--- src/rtl/uart_rx_deserializer.sv ---
`timescale 1ns/1ps
`default_nettype none
// ============================================================================
//  Module   : uart_rx_deserializer
//  Brief    : Oversampled UART receive front end. It detects the start bit, shifts
//             the data bits in LSB-first and opens a stop-bit window for the checker.
//  Revision : 1.0  initial release
// ============================================================================
module uart_rx_deserializer #(
    parameter int OVERSAMPLE = 16,
    parameter int DATA_BITS  = 8
) (
    input  logic       clk,
    input  logic       rst_n,
    input  logic       sample_tick,
    input  logic       RX_in,
    output logic [7:0] RX_DATA,
    output logic       check_stop,
    output logic       frame_done,
    output logic       stop_sample,
    output logic       start_error,
    output logic       rx_busy
);

    localparam int CNT_W = (OVERSAMPLE > 2) ? $clog2(OVERSAMPLE) : 1;
    localparam int IDX_W = (DATA_BITS > 1) ? $clog2(DATA_BITS) : 1;
    localparam int SHIFT = 8 - DATA_BITS;

    localparam logic [CNT_W-1:0] MID_START = CNT_W'(OVERSAMPLE/2 - 1);
    localparam logic [CNT_W-1:0] MID_BIT   = CNT_W'(OVERSAMPLE - 1);
    localparam logic [IDX_W-1:0] LAST_BIT  = IDX_W'(DATA_BITS - 1);

    typedef enum logic [1:0] {
        IDLE  = 2'd0,
        START = 2'd1,
        DATA  = 2'd2,
        STOP  = 2'd3
    } state_t;

    state_t           state;
    state_t           state_next;
    logic             rx_meta;
    logic             rx_s;
    logic [CNT_W-1:0] tick_cnt;
    logic [IDX_W-1:0] bit_idx;
    logic [6:0]       shreg;

    logic cnt_clr;
    logic cnt_inc;
    logic idx_clr;
    logic idx_inc;
    logic shift_en;
    logic load_data;
    logic done;
    logic false_start;

    always_ff @(posedge clk or negedge rst_n) begin
        if (!rst_n) begin
            state <= IDLE;
        end else begin
            state <= state_next;
        end
    end

    always_comb begin
        state_next  = state;
        cnt_clr     = 1'b0;
        cnt_inc     = 1'b0;
        idx_clr     = 1'b0;
        idx_inc     = 1'b0;
        shift_en    = 1'b0;
        load_data   = 1'b0;
        done        = 1'b0;
        false_start = 1'b0;
        if (sample_tick) begin
            case (state)
                IDLE: begin
                    if (!rx_s) begin
                        cnt_clr    = 1'b1;
                        state_next = START;
                    end
                end
                START: begin
                    if (tick_cnt == MID_START) begin
                        if (rx_s) begin
                            false_start = 1'b1;
                            state_next  = IDLE;
                        end else begin
                            cnt_clr    = 1'b1;
                            idx_clr    = 1'b1;
                            state_next = DATA;
                        end
                    end else begin
                        cnt_inc = 1'b1;
                    end
                end
                DATA: begin
                    if (tick_cnt == MID_BIT) begin
                        shift_en = 1'b1;
                        cnt_clr  = 1'b1;
                        idx_inc  = 1'b1;
                        if (bit_idx == LAST_BIT) begin
                            load_data  = 1'b1;
                            state_next = STOP;
                        end
                    end else begin
                        cnt_inc = 1'b1;
                    end
                end
                STOP: begin
                    if (tick_cnt == MID_BIT) begin
                        done       = 1'b1;
                        cnt_clr    = 1'b1;
                        state_next = IDLE;
                    end else begin
                        cnt_inc = 1'b1;
                    end
                end
                default: state_next = IDLE;
            endcase
        end
    end

    // Sync flops reset high so a reset never looks like a start bit.
    always_ff @(posedge clk or negedge rst_n) begin
        if (!rst_n) begin
            rx_meta <= 1'b1;
            rx_s    <= 1'b1;
        end else begin
            rx_meta <= RX_in;
            rx_s    <= rx_meta;
        end
    end

    always_ff @(posedge clk or negedge rst_n) begin
        if (!rst_n) begin
            tick_cnt    <= '0;
            bit_idx     <= '0;
            shreg       <= '0;
            RX_DATA     <= '0;
            check_stop  <= 1'b0;
            frame_done  <= 1'b0;
            stop_sample <= 1'b0;
            start_error <= 1'b0;
        end else begin
            if (cnt_clr) begin
                tick_cnt <= '0;
            end else if (cnt_inc) begin
                tick_cnt <= tick_cnt + CNT_W'(1);
            end
            if (idx_clr) begin
                bit_idx <= '0;
            end else if (idx_inc) begin
                bit_idx <= bit_idx + IDX_W'(1);
            end
            if (shift_en) begin
                shreg <= {rx_s, shreg[6:1]};
            end
            // Last bit goes straight in with the first seven, aligned to bit 0.
            if (load_data) begin
                RX_DATA <= {rx_s, shreg} >> SHIFT;
            end
            check_stop  <= (state == STOP) && (state_next == STOP);
            frame_done  <= done;
            start_error <= false_start;
            if (done) begin
                stop_sample <= rx_s;
            end
        end
    end

    assign rx_busy = (state != IDLE);

endmodule
`default_nettype wire

--- config.mk ---
export PLATFORM = sky130hd
export DESIGN_NAME = uart_rx_deserializer
export DESIGN_NICKNAME = d
export VERILOG_FILES = /design/src/rtl/uart_rx_deserializer.sv
export SDC_FILE = /design/constraint.sdc
export NUM_CORES = 1
export LEC_CHECK = 0
export CAP_MARGIN = 20
export CORE_ASPECT_RATIO = 0.7
export CORE_MARGIN = 4
export CORE_UTILIZATION = 50
export CTS_CLUSTER_DIAMETER = 80
export CTS_CLUSTER_SIZE = 30
export DETAILED_ROUTE_END_ITERATION = 8
export PLACE_DENSITY_LB_ADDON = 0.2
export SLEW_MARGIN = 40
export SYNTH_ARGS = -nofsm -noshare
export SYNTH_HDL_FRONTEND = slang
export SYNTH_SLANG_ARGS = --single-unit
--- constraint.sdc ---
create_clock -name clk -period 3.8 [get_ports clk]
set_input_delay 0.76 -clock clk [delete_from_list [all_inputs] [get_ports clk]]
set_output_delay 0.76 -clock clk [all_outputs]
set_load 0.05 [all_outputs]
==> results.py <==
metrics = {
    "synthesis": {
        "synth_compound_area_frac": 0.06608,
        "synth-simple-area-share": 0.09913,
        "syn_area_mm2": 0.001287,
        "synthTopCellsByCount": "dfrtp_1 (28), mux2_2 (16), nor2_1 (7)",
        "yosys.area_share.adder": 0.02915,
        "syn_nets": 107,
        "synth_largest_area_cell": "dfrtp_1",
        "ys_dominant_reg_cell": "dfrtp_1",
        "synth_warnings": 0,
        "synth_mux_area_frac": 0.1633,
        "ys_ff_latch": 30,
        "synth.avg_cell_area_um2": 12.87,
        "synthCells": 100,
        "synth_area_leaders": "dfrtp_1 (54%), mux2_2 (14%), dfstp_2 (4.1%), ha_1 (2.9%), mux2i_1 (2.3%)",
        "synth_top_family_by_area": "multiplexers",
        "synth_top_area_share": 0.5442,
        "yosysMostFrequentCell": "dfrtp_1",
        "synth_edf_count": 0,
        "synth-xor-area-share": 0.02041,
        "yosysSeqAreaShare": 0.5850,
        "async_reset_ff_frac": 1.000,
        "synth.distinct_cells": 30,
    },
    "clock_tree": {
        "ctsHoldBuffers": 0,
        "cts_max_path_buffers": 2,
        "cts_setup_buffers": 0,
        "path_clk_slew_ps": 60,
        "cts_num_sinks": 30,
        "cts_resized": 0,
        "cts_buffers": 5,
        "insertion_delay_ps": 270,
        "h-tree-depth": 2,
        "clock-root-buffer": "clkbuf_8",
        "cts_tree": "done",
    },
    "final_layout": {
        "diodes": 0,
        "final_nets": 127,
        "area_growth_pct": 20.31,
        "n_fill_cell": 195,
        "drive_above_1_share": 0.2333,
    },
    "timing": {
        "final.setup_skew_ps": 6.419,
        "rsz0062_at_grt": "no",
        "worst_hold_slack_ps": 354.0,
        "slew-limit-headroom": 0.6673,
        "min_period_ps": 2545,
        "hold_viol_final": 0,
        "max_freq_mhz": 392.9,
        "post-route-period-util": 0.6698,
        "worst_slew_pin_slew_ps": 497.5,
        "tns_ps": 0,
        "drv_slew": 0,
        "finalSetupViolCount": 0,
    },
    "floorplan": {
        "fp.coreArea_mm2": 0.002459,
        "die_area_mm2": 0.003464,
        "die_x_um": 68.65,
        "ios": 17,
        "rows": 15,
        "die_y_um": 50.46,
        "start_util": 0.5237,
    },
    "placed_design": {
        "hpwlAfterDp_um": 1450,
        "place_congestion": 0.7970,
        "port-buffer-count": 16,
    },
    "global_routing": {
        "grt.busiest_layer": "met2",
        "gr-usage-met2": 0.2155,
        "overflow": 0,
        "use_met1": 0.1930,
        "grt_pass1_wl_um": 3719,
        "grt_antenna_before_repair": 0,
        "track_usage": 0.1546,
        "grt_start_max_net_pins": 31,
        "grt_pass1_vias": 815,
        "met3_usage": 0.08054,
    },
    "drt": {
        "antenna_left": 0,
        "drt_iter0_drc": 77,
        "drc": 0,
        "via_count": 795,
        "finalWirelength_um": 2109,
        "vias_per_cell": 5.162,
        "wire_per_inst_um": 13.69,
        "dr.pass1.iters": 4,
    },
    "critical_path": {
        "critPathKind": "reg -> out",
        "cpMaxStageDelayCell": "clkdlybuf4s50_1",
        "cp_cell_sequence": "or2_4 -> clkdlybuf4s50_1",
        "start_kind": "flop",
        "cp_top_family": "buffers and inverters",
        "critical_path_arrival_ps": 1790,
        "regToRegSetupSlack_ps": 1960,
        "timing.critical_path.buf_inv": 1,
        "slowest_delay_ps": 790,
        "end_kind": "output port",
        "required_ps": 3040,
        "critical_path_peak_fanout": 11,
    },
    "power_and_ir_drop": {
        "p_comb_frac": 0.258,
        "power.net_switching_uw": 292.9,
        "leakage_nw": 0.7298,
        "power.density_mw_per_mm2": 570.8,
        "ir_drop_uv": 331.1,
        "p_clk_frac": 0.257,
        "sw_frac_of_total": 0.3312,
        "p_int_uw": 591.3,
        "pwr-share-seq": 0.485,
    },
    "flow_run": {
        "maxCapViolations": 0,
    },
    "hold_path": {
        "hold_class": "reg -> reg",
    },
    "outcome": {
        "status": "finished clean",
    },
}
## through the flow
step	setup slack (ps)	util	instances	area, um2	power, mW
6_report	1255	0.6300	154	1549	0.8841
5_1_grt	1180	0.6300	154	1549	0.9404
4_1_cts	1246	0.6300	154	1549	0.8925
3_5_place_dp	1235	0.5990	147	1473	0.6608
3_3_place_gp	1280	0.5990	147	1473	0.6557
2_1_floorplan	1885	-	100	1287	0.6087
## worst paths after layout
check / start / endpoint / depth (start not counted)
max: state[1] / rx_busy / 2
min: rx_meta / rx_s / 0
max reg2reg: tick_cnt[0] / RX_DATA[3] / 6
min reg2reg: rx_meta / rx_s / 0
max in group asynchronous: rst_n / rx_meta / 2
min in group asynchronous: rst_n / tick_cnt[3] / 2
## sequential cells by signal, indices dropped and copies added (netlist names)
register     count
frame_done       1
stop_sample      1
start_error      1
state            2
rx_s             1
check_stop       1
RX_DATA          8
bit_idx          3
tick_cnt         4
shreg            7
rx_meta          1
## logic make-up (layout without fill, tap and decap cells)
logic type               count (synthesis)  count (layout)
AO/OA/AOI/OAI                           14              14
multiplexers                            19              19
flip-flops                              30              30
adder cells (fa/ha/maj)                  3               3
XOR/XNOR                                 3               3
buffers and inverters                    9              29
AND/OR/NAND/NOR                         22              22
## placed cells by master (no fill, tap or decap), types with 2 or more instances in the layout
cell type        synthesis  routed
buf_4                    3       2
nand4_1                  3       3
a21oi_1                  5       5
o21ai_0                  3       3
inv_1                    4       4
nor2_1                   7       7
clkbuf_8                 0       5
dfrtp_1                 28      28
dfstp_2                  2       2
mux2_2                  16      16
xnor2_1                  2       2
mux2i_1                  3       3
ha_1                     3       3
clkdlybuf4s50_1          0      16
nand3_1                  3       3
clkbuf_1                 0       2
## metal layers
layer | part of all wire | wire length (um) | vias to the layer above
li1 | - | - | 391
met1 | 0.47 | 989 | 383
met2 | 0.46 | 968 | 16
met3 | 0.051 | 107 | 5
met4 | 0.021 | 44 | 0
met5 | 0 | 0 | -
## power groups by stage
stage	registers [mW]	logic [mW]	clock network (mW)
final	0.428	0.228	0.227
after CTS	0.426	0.230	0.236
after detailed placement	0.432	0.229	0
after floorplan	0.418	0.190	0
after global routing	0.437	0.251	0.252
after global placement	0.431	0.225	0
## final cells by class
| cell class | instances | area [um2] | area share |
|---|---|---|---|
| flip-flops and latches | 30 | 753.2 | 0.4863 |
| multi-input cells | 61 | 486.7 | 0.3142 |
| well taps | 34 | 42.54 | 0.02746 |
| clock buffers | 7 | 76.32 | 0.04927 |
| inverters | 4 | 15.01 | 0.009693 |
| repair buffers | 18 | 175.2 | 0.1131 |
Power figures use the tool's default switching activity.
